`config.mk`:
```
export PLATFORM = sky130hd
export DESIGN_NAME = uart_receiver
export DESIGN_NICKNAME = d
export VERILOG_FILES = /design/src/rtl/uart_receiver.sv
export SDC_FILE = /design/constraint.sdc
export NUM_CORES = 1
export LEC_CHECK = 0
export CORE_MARGIN = 2
export CORE_UTILIZATION = 50
export DETAILED_ROUTE_END_ITERATION = 8
export PLACE_DENSITY = 0.69
export SYNTH_ARGS = -nofsm -noshare
export SYNTH_HDL_FRONTEND = slang
export SYNTH_SLANG_ARGS = --single-unit
```
`constraint.sdc`:
```
create_clock -name uart_clk -period 2.3 [get_ports uart_clk]
set_input_delay 0.575 -clock uart_clk [delete_from_list [all_inputs] [get_ports uart_clk]]
set_output_delay 0.575 -clock uart_clk [all_outputs]
set_load 0.05 [all_outputs]
```
`src/rtl/uart_receiver.sv`:
```
// 8N1 UART receiver clocked at 16x the bit rate. It votes three mid-bit samples
// per bit and hands finished bytes to a FIFO, flagging framing and overrun errors.
module uart_receiver (
    input  logic       uart_clk,
    input  logic       rst_n,
    input  logic       uart_rxd,
    input  logic       rf_full,
    output logic [7:0] rf_data,
    output logic       rf_wrreq,
    output logic       frame_err,
    output logic       overrun_err
);

    typedef enum logic [2:0] {
        IDLE,
        START,
        DATA,
        STOP,
        BRK_WAIT
    } state_t;

    state_t     state, state_nxt;
    logic       rxd_meta, rxd_s;
    logic [3:0] cnt;
    logic [2:0] bit_idx;
    logic [7:0] sr;
    logic       samp7, samp8;
    logic       majority, decision;
    logic       cnt_clr, shift_en, idx_clr, idx_inc;
    logic       wr_nxt, ferr_nxt, oerr_nxt;

    always_ff @(posedge uart_clk or negedge rst_n) begin
        if (!rst_n) begin
            rxd_meta <= 1'b1;
            rxd_s    <= 1'b1;
        end else begin
            rxd_meta <= uart_rxd;
            rxd_s    <= rxd_meta;
        end
    end

    // Samples at cnt 7 and 8 are held so the vote completes in the cnt 9 cycle.
    assign majority = (samp7 & samp8) | (samp7 & rxd_s) | (samp8 & rxd_s);
    assign decision = (cnt == 4'd9);

    always_ff @(posedge uart_clk or negedge rst_n) begin
        if (!rst_n) begin
            state <= IDLE;
        end else begin
            state <= state_nxt;
        end
    end

    always_comb begin
        state_nxt = state;
        cnt_clr   = 1'b0;
        shift_en  = 1'b0;
        idx_clr   = 1'b0;
        idx_inc   = 1'b0;
        wr_nxt    = 1'b0;
        ferr_nxt  = 1'b0;
        oerr_nxt  = 1'b0;
        case (state)
            IDLE: begin
                if (!rxd_s) begin
                    state_nxt = START;
                    cnt_clr   = 1'b1;
                end
            end
            START: begin
                if (decision && majority) begin
                    state_nxt = IDLE;
                end else if (cnt == 4'd15) begin
                    state_nxt = DATA;
                    idx_clr   = 1'b1;
                end
            end
            DATA: begin
                shift_en = decision;
                if (cnt == 4'd15) begin
                    if (bit_idx == 3'd7) begin
                        state_nxt = STOP;
                    end else begin
                        idx_inc = 1'b1;
                    end
                end
            end
            STOP: begin
                // Leave at mid stop bit so a back-to-back start edge is not missed.
                if (decision) begin
                    if (majority) begin
                        state_nxt = IDLE;
                        if (rf_full) begin
                            oerr_nxt = 1'b1;
                        end else begin
                            wr_nxt = 1'b1;
                        end
                    end else begin
                        state_nxt = BRK_WAIT;
                        ferr_nxt  = 1'b1;
                    end
                end
            end
            BRK_WAIT: begin
                if (rxd_s) begin
                    state_nxt = IDLE;
                end
            end
            default: state_nxt = IDLE;
        endcase
    end

    always_ff @(posedge uart_clk or negedge rst_n) begin
        if (!rst_n) begin
            cnt     <= 4'd0;
            bit_idx <= 3'd0;
            sr      <= 8'h00;
            samp7   <= 1'b1;
            samp8   <= 1'b1;
        end else begin
            if (cnt_clr) begin
                cnt <= 4'd0;
            end else if (state != IDLE && state != BRK_WAIT) begin
                cnt <= cnt + 4'd1;
            end
            if (cnt == 4'd7) begin
                samp7 <= rxd_s;
            end
            if (cnt == 4'd8) begin
                samp8 <= rxd_s;
            end
            if (idx_clr) begin
                bit_idx <= 3'd0;
            end else if (idx_inc) begin
                bit_idx <= bit_idx + 3'd1;
            end
            if (shift_en) begin
                sr <= {majority, sr[7:1]};
            end
        end
    end

    always_ff @(posedge uart_clk or negedge rst_n) begin
        if (!rst_n) begin
            rf_data     <= 8'h00;
            rf_wrreq    <= 1'b0;
            frame_err   <= 1'b0;
            overrun_err <= 1'b0;
        end else begin
            rf_wrreq    <= wr_nxt;
            frame_err   <= ferr_nxt;
            overrun_err <= oerr_nxt;
            if (wr_nxt) begin
                rf_data <= sr;
            end
        end
    end

endmodule

```
Yosys cells after proc, flatten, opt, wreduce, memory -nomap -nowiden
Cells that the tools add are included.
{ "word_totals": {"ff_bits": 33, "input_bits": 4} }
{ "classes": {"n_addsub": 2, "eq_ne": 16, "muxes": 33, "bitwise": 5, "reduce_logical": 7} }
{ "ops": {"columns": ["op", "n"], "rows": [
  ["3-bit 2-to-1 mux", 10],
  ["1-bit 2-to-1 mux", 20],
  ["3-bit case mux with 5 select lines", 1],
  ["4-bit == test (second input constant)", 3],
  ["2-bit != test (second input constant)", 5],
  ["4-bit 2-to-1 mux", 2],
  ["3-bit by 2-bit == test with 1-bit output (second input constant)", 2],
  ["3-bit == test (second input constant)", 2],
  ["3-bit != test (second input constant)", 2],
  ["6-bit AND reduction", 1],
  ["4-bit by 1-bit adder with 4-bit output (second input constant)", 1],
  ["4-bit by 3-bit == test with 1-bit output (second input constant)", 1],
  ["2-bit nonzero test", 2],
  ["3-bit by 1-bit adder with 3-bit output (second input constant)", 1],
  ["1-bit AND", 3],
  ["3-bit by 1-bit == test with 1-bit output (second input constant)", 1],
  ["3-bit zero test", 1],
  ["3-bit nonzero test", 1],
  ["1-bit logical AND", 2],
  ["1-bit OR", 2]
]} }

Depth between registers and ports, before layout
Gate-level depths: netlist of the first run.
{ "logic_depth": {"ltp_word": 7, "ltp_mapped": 8} }

Least setup slack after synthesis of the first run
No wires, ideal clock.
{ "synth_path": {"path_kind": "reg-to-reg", "from": "register bit_idx[0]", "to": "register bit_idx[2]", "setup_ps": 121, "t_arrival_ps": 1540, "t_required_ps": 2179, "setup_slack_ps": 639, "path_stages_with_launch": 6, "period_less_slack_ps": 1661, "cell_sequence": "dfrtp_1 > ha_1 > ha_1 > or3_1 > a22o_1 > a22o_1"} }
{ "synth_between": {"elab_chain_cells": 5, "word_cells_on_any_way": 8} }
{ "synth_rtl": {"columns": ["item", "line", "rtl"], "rows": [
  ["from (decl)", "25", "logic [2:0] bit_idx;"],
  ["from (signal assigned)", "135", "bit_idx <= bit_idx + 3'd1;"],
  ["3-bit == test", "81", "if (bit_idx == 3'd7) begin"],
  ["1-bit 2-to-1 mux", "81", null],
  ["1-bit 2-to-1 mux", "80", "if (cnt == 4'd15) begin"],
  ["1-bit 2-to-1 mux", "63", "case (state)"],
  ["2-bit nonzero test (no line)", null, null]
]} }
Several ways; a longest one is shown, not always the timed one. The select of a mux whose other input is x is not followed.
A chain may end at the register's enable or synchronous reset.

Final worst setup path of the first run
{ "layout_path": {"from": "register rf_data[6]", "to": "output port rf_data[6]"} }
{ "layout_lines": {"columns": ["item", "line", "rtl"], "rows": [
  ["from (decl)", "8", "output logic [7:0] rf_data,"],
  ["from (signal assigned)", "154", "rf_data <= sr;"]
]} }
No word-level cell between the ends.

==> impl_metrics.py, run 1 <==
metrics = {
    "power": {
        "total_power_mw": 1.37,
        "leakagePower_nw": 0.843,
        "max-vdd-ir-drop_v": 0.000568,
        "p_per_area_nw_per_um2": 796,
    },
    "floorplan": {
        "pin_count": 15,
        "fp-row-count": 19,
        "die_x_um": 59.0,
        "die_h_um": 59.0,
        "die_area_um2": 3480,
        "initial_core_util_pct": 53.9,
        "coreArea_um2": 2810,
    },
    "grt": {
        "antenna_found_initial": 0,
        "grt_overflow_total": 0,
        "grt_pass1_vias": 948,
        "grt_usage_pct": 16.8,
        "grt_pass1_wl_um": 4230,
        "grt_start_max_net_pins": 34,
    },
    "clocking": {
        "cts_sinks": 33,
        "htreeDepth": 2,
        "clock_path_buffers": 2,
        "post_cts_buffers": 0,
        "cts_tree": "yes",
        "cts_root_buffer": "clkbuf_4",
        "clk_latency_ns": 0.34,
        "cts_hold_buf": 0,
        "cts_resized": 0,
        "cts_made_buffers": 5,
        "cts.clk_slew.worst_paths_ns": 0.11,
    },
    "timing": {
        "worst_slack_ns": 0.183,
        "post-route-min-period_ns": 2.12,
        "skew_ns": 0.00974,
        "fmax_mhz": 472,
        "relSlewSlack_pct": 66.6,
        "hold_violations": 0,
        "post-route-period-util_pct": 92.0,
        "setup_violations": 0,
        "grt_setup_unrepaired": "no",
        "worstMarginPinSlew_ns": 0.499,
        "drv_slew": 0,
        "tns_ns": 0,
    },
    "synthesis": {
        "synth_cells": 118,
        "synth.area.top_cells": "dfrtp_1 48%, mux2_2 8.2%, mux2_4 7.9%, dfstp_2 6.9%, ha_1 4.1%",
        "synth_area_um2": 1510,
        "synth_top_area_share_pct": 48.0,
        "ys_seq_area_share_pct": 54.9,
        "ys_ff_latch": 33,
        "synth-edff-count": 0,
        "yosys-top-cells-count": "29 x dfrtp_1, 12 x nor2_1, 11 x mux2_2",
        "synth_ff_type": "dfrtp_1",
        "async_reset_ff_share_pct": 100,
        "yosys_warnings": 0,
        "ys_types": 32,
        "synth_fp_nets": 127,
        "syn_area_per_cell_um2": 12.8,
        "synth.most_common_cell": "dfrtp_1",
        "synth.largest_area_cell": "dfrtp_1",
    },
    "placement": {
        "placed_cell_area_um2": 1670,
        "io_buffers": 14,
        "gp_congestion": 0.810,
        "dp_hpwl_um": 1750,
        "dp_slack_ns": 0.537,
    },
    "drt": {
        "vias": 920,
        "via_per_inst": 5.51,
        "drc": 0,
        "final_antenna_net_count": 0,
        "post_drt_wl_per_cell_um": 15.0,
        "drt_pre_antenna_iters": 4,
        "routed_wl_um": 2510,
        "drt-initial-drc-count": 14,
    },
    "layout": {
        "finalInstanceArea_um2": 1720,
        "final_layout_size_suffix_gt1_share_pct": 27.9,
        "n_antenna_cell": 0,
        "area_growth_syn_to_layout_pct": 13.7,
        "nNetsFinal": 144,
    },
    "setup_path": {
        "critPathCaptureType": "primary output",
        "crit_arrival_ns": 1.54,
        "path_buf_inv": 1,
        "critPathKind": "flip-flop to primary output",
        "worstPathRequired_ns": 1.73,
        "cp-start-kind": "flip-flop",
        "crit_cells": 1,
        "crit_family": "buffers and inverters",
        "reg2regPathDepth": 5,
        "cp_slowest_cell": "clkdlybuf4s50_1",
        "crit_fanout": 2,
        "crit_path_cell_trace": "clkdlybuf4s50_1",
        "cp_slowest_stage_delay_ns": 0.81,
    },
    "min_path": {
        "hold_path.class": "flip-flop to flip-flop",
        "whs_path_depth": 0,
    },
    "run": {
        "maxCapViolations": 0,
    },
    "status": {
        "status": "completed",
    },
}
==> final cells by class <==
| class | count | area, um2 |
|---|---|---|
| Fill cell | 236 | 1080 |
| Sequential cell | 33 | 831 |
| Multi-Input combinational cell | 76 | 633 |
| Timing Repair Buffer | 15 | 148 |
| Tap cell | 31 | 38.8 |
| Clock buffer | 5 | 37.5 |
| Clock inverter | 3 | 17.5 |
| Inverter | 4 | 15.0 |
==> final timing paths <==
kind	from	to	slack, ns
max reg2reg	bit_idx[0]	bit_idx[2]	0.52
max in group asynchronous	rst_n	rxd_meta	1.35
max	rf_data[6]	rf_data[6]	0.18
min in group asynchronous	rst_n	rf_data[7]	0.62
min reg2reg	rxd_meta	rxd_s	0.37
min	rxd_meta	rxd_s	0.37
==> metrics by stage <==
step / std cells / hold slack, ns / utilization, %
CTS: 167 / 0.371 / 61.3
global placement: 159 / 0.347 / 59.4
detailed placement: 159 / 0.356 / 59.4
finish: 167 / 0.367 / 61.3
global route: 167 / 0.377 / 61.3
floorplan: 118 / 0.279 / -
==> routing by layer <==
layer | part of all wire (%) | wire, um | track usage [%]
met1 | 47 | 1180 | 21.8
met2 | 46 | 1160 | 24.8
met3 | 4.6 | 116 | 5.02
met4 | 2.3 | 59 | 10.1
met5 | 0 | 0 | 0
==> power breakdown <==
part | total, mW | internal, mW | switching [mW]
Combinational | 0.284 | 0.137 | 0.148
Clock | 0.313 | 0.115 | 0.198
Sequential | 0.772 | 0.667 | 0.106
==> cell usage in the layout, fill, tap and decap left out, drive strengths merged, types with 2 or more instances in the layout <==
| cell type | n |
|---|---|
| clkinv | 2 |
| nor3b | 2 |
| ha | 5 |
| nand2 | 6 |
| nor2 | 12 |
| a22o | 6 |
| inv | 4 |
| dfstp | 4 |
| mux2 | 19 |
| clkdlybuf4s50 | 14 |
| nand3 | 4 |
| or2 | 2 |
| clkbuf | 5 |
| dfrtp | 29 |
| o21ai | 5 |
==> sequential cells by signal, indices dropped and copies added, names as in the netlist <==
name and cells:
rf_data 8, rxd_s 1, bit_idx 3, state 3, sr 8, frame_err 1, overrun_err 1, rf_wrreq 1
samp8 1, samp7 1, cnt 4, rxd_meta 1
==> cell families after synthesis <==
family	after synthesis	share of synthesized area [%]
compound gates	17	8.19
buf+inv	9	3.23
xor+xnor	1	0.579
mux	19	16.1
flops	33	54.9
simple gates	33	12.1
fa+ha+maj	6	4.88
(Power assumes the default switching activity.)
==> run 2, diff against run 1 <==
--- a/config.mk
+++ b/config.mk
@@ -9,6 +9,7 @@
 export CORE_UTILIZATION = 50
 export DETAILED_ROUTE_END_ITERATION = 8
 export PLACE_DENSITY = 0.69
+export SLEW_MARGIN = 20
 export SYNTH_ARGS = -nofsm -noshare
 export SYNTH_HDL_FRONTEND = slang
 export SYNTH_SLANG_ARGS = --single-unit
==> results of run 2 <==
Same layout as run 1: the final DEF is identical, and so are final timing and power.
==> run 3, diff against run 2 <==
--- a/config.mk
+++ b/config.mk
@@ -8,7 +8,8 @@
 export CORE_MARGIN = 2
 export CORE_UTILIZATION = 50
 export DETAILED_ROUTE_END_ITERATION = 8
-export PLACE_DENSITY = 0.69
+export GPL_ROUTABILITY_DRIVEN = 0
+export PLACE_DENSITY = 0.76
 export SLEW_MARGIN = 20
 export SYNTH_ARGS = -nofsm -noshare
 export SYNTH_HDL_FRONTEND = slang
==> run 3 against run 2 <==
Final cell count unchanged. Core utilization increased by 0.54 points. First-iteration DRC count increased by 36%. Count of clock-buffer cells in the layout increased by 2. Maximum frequency increased by 0.67%. Total power increased by 4.1%. Routed wire length decreased by 4.7%. Sequential share of layout area decreased by 0.42 points. Worst hold slack got worse by 0.0071 ns. Combinational power increased by 2%. Critical path type unchanged. Sequential cell count unchanged. Critical path depth unchanged.
==> impl_metrics.py, run 3 (same netlist as run 1, synthesis figures left out) <==
metrics = {
    "setup_path": {
        "crit_path_cell_trace": "clkdlybuf4s50_1",
        "crit_family": "buffers and inverters",
        "cp_slowest_cell": "clkdlybuf4s50_1",
        "cp-start-kind": "flip-flop",
        "crit_fanout": 2,
        "timing.rr.start": "cnt[1]",
        "critPathKind": "flip-flop to primary output",
        "worstPathRequired_ns": 1.73,
        "cp_slowest_stage_delay_ns": 0.81,
        "crit_arrival_ns": 1.53,
        "critPathCaptureType": "primary output",
        "startpoint": "rf_data[0]",
        "path_buf_inv": 1,
    },
    "layout": {
        "final_common_cell": "dfrtp_1",
        "top_regs": "rf_data (8), sr (8), cnt (4)",
        "fin_cells": 167,
        "final_layout_size_suffix_gt1_share_pct": 27.9,
        "final_cell_mix": "29 x dfrtp_1, 14 x clkdlybuf4s50_1, 12 x nor2_1",
        "multi_input_area_um2": 633,
        "ff_latch_area_um2": 831,
        "n_antenna_cell": 0,
        "fillCellCount": 223,
        "nNetsFinal": 144,
        "area_growth_syn_to_layout_pct": 14.7,
    },
    "placement": {
        "dp_slack_ns": 0.540,
        "placed_cells": 159,
        "dp_hpwl_um": 1690,
        "io_buffers": 14,
    },
    "floorplan": {
        "die_h_um": 59.0,
        "initial_core_util_pct": 53.9,
        "die_x_um": 59.0,
        "coreArea_um2": 2810,
        "die_area_um2": 3480,
        "pin_count": 15,
        "fp-row-count": 19,
    },
    "clocking": {
        "cts_root_buffer": "clkbuf_4",
        "cts.clk_slew.worst_paths_ns": 0.10,
        "htreeDepth": 2,
        "post_cts_buffers": 0,
        "cts_tree": "yes",
        "clock_path_buffers": 2,
        "cts_made_buffers": 5,
        "cts_hold_buf": 0,
        "clk_latency_ns": 0.34,
        "cts_resized": 0,
        "cts_sinks": 33,
    },
    "grt": {
        "grt_start_max_net_pins": 34,
        "grt_overflow_total": 0,
        "grt_pass1_vias": 904,
        "grt_usage_pct": 16.0,
        "grt_pass1_wl_um": 4060,
        "antenna_found_initial": 0,
    },
    "timing": {
        "setup_violations": 0,
        "fmax_mhz": 476,
        "post-route-period-util_pct": 91.4,
        "hold_violations": 0,
        "worstMarginPinSlew_ns": 0.515,
        "post-route-min-period_ns": 2.10,
        "drv_slew": 0,
        "hold_ws_ns": 0.360,
        "skew_ns": 0.0110,
        "grt_setup_unrepaired": "no",
        "tns_ns": 0,
        "worst_slack_ns": 0.197,
        "relSlewSlack_pct": 65.6,
    },
    "power": {
        "max-vdd-ir-drop_v": 0.000621,
        "seqPwrFrac_pct": 54.0,
        "p_per_area_nw_per_um2": 821,
        "comb_power_share_pct": 20.2,
        "leakagePower_nw": 0.853,
        "power_switching_mw": 0.444,
        "p_int_mw": 0.981,
        "pwr-share-clk_pct": 25.8,
        "p_sw_share_pct": 31.2,
    },
    "drt": {
        "via_per_inst": 5.41,
        "drt_pre_antenna_iters": 4,
        "routed_wl_um": 2390,
        "vias": 903,
        "drc": 0,
        "drt-initial-drc-count": 19,
        "final_antenna_net_count": 0,
        "post_drt_wl_per_cell_um": 14.3,
    },
    "min_path": {
        "hold_path.class": "flip-flop to flip-flop",
        "min_from": "rxd_meta",
    },
    "run": {
        "maxCapViolations": 0,
    },
    "status": {
        "status": "completed",
    },
}
## run 3: cell count changes in the layout (fill, tap and decap cells not counted), sizes merged
cell      previous run  this run
clkbuf               5         7
clkinv               2         1
clkinvlp             1         0
## run 3: layout make-up
type | instances | share of cell area, %
Clock inverter | 1 | 0.288
Multi-Input combinational cell | 76 | 36.5
Inverter | 4 | 0.865
Sequential cell | 33 | 47.9
Timing Repair Buffer | 15 | 8.51
Tap cell | 31 | 2.24
Clock buffer | 7 | 3.75
## run 3: per-layer routing
| metal | share of wire, % | track usage [%] | up-vias | wire length (um) |
|---|---|---|---|---|
| met5 | 0 | 0 | - | 0 |
| met4 | 1.8 | 7.47 | 0 | 43 |
| met3 | 5.3 | 6.55 | 7 | 128 |
| met2 | 47 | 24.0 | 20 | 1110 |
| met1 | 46 | 20.4 | 430 | 1110 |
| li1 | - | - | 446 | - |
## run 3: power by group through the flow
stage	clock network [mW]	logic [mW]	registers (mW)
after global routing	0.397	0.333	0.783
after global placement	0	0.276	0.774
after CTS	0.376	0.291	0.768
after floorplan	0	0.253	0.742
after detailed placement	0	0.291	0.780
final	0.367	0.289	0.770
## run 3: path summary, 6_finish.rpt
kind | to | slack [ns] | cells after the start
worst max-delay path | rf_data[0] | 0.20 | 1
worst min-delay path | rxd_s | 0.36 | 0
worst max register to register | rf_data[5] | 0.52 | 6
worst min register to register | rxd_s | 0.36 | 0
max in group asynchronous | samp8 | 1.36 | 2
min in group asynchronous | sr[7] | 0.62 | 2
## run 3: worst reg2reg max path: cells and delay by family, from the launching register on
kind          cells  cell delay, ns
fa+ha+maj         1            0.15
mux               1            0.33
simple gates      3            0.68
flops             1            0.41
buf+inv           1            0.09
## run 3: through the flow
| stage | area, um2 | util (%) | total power, mW |
|---|---|---|---|
| 2_1_floorplan | 1510 | - | 0.995 |
| 3_3_place_gp | 1670 | 59.4 | 1.05 |
| 3_5_place_dp | 1670 | 59.4 | 1.07 |
| 4_1_cts | 1740 | 61.9 | 1.44 |
| 5_1_grt | 1740 | 61.9 | 1.51 |
| 6_report | 1740 | 61.9 | 1.43 |
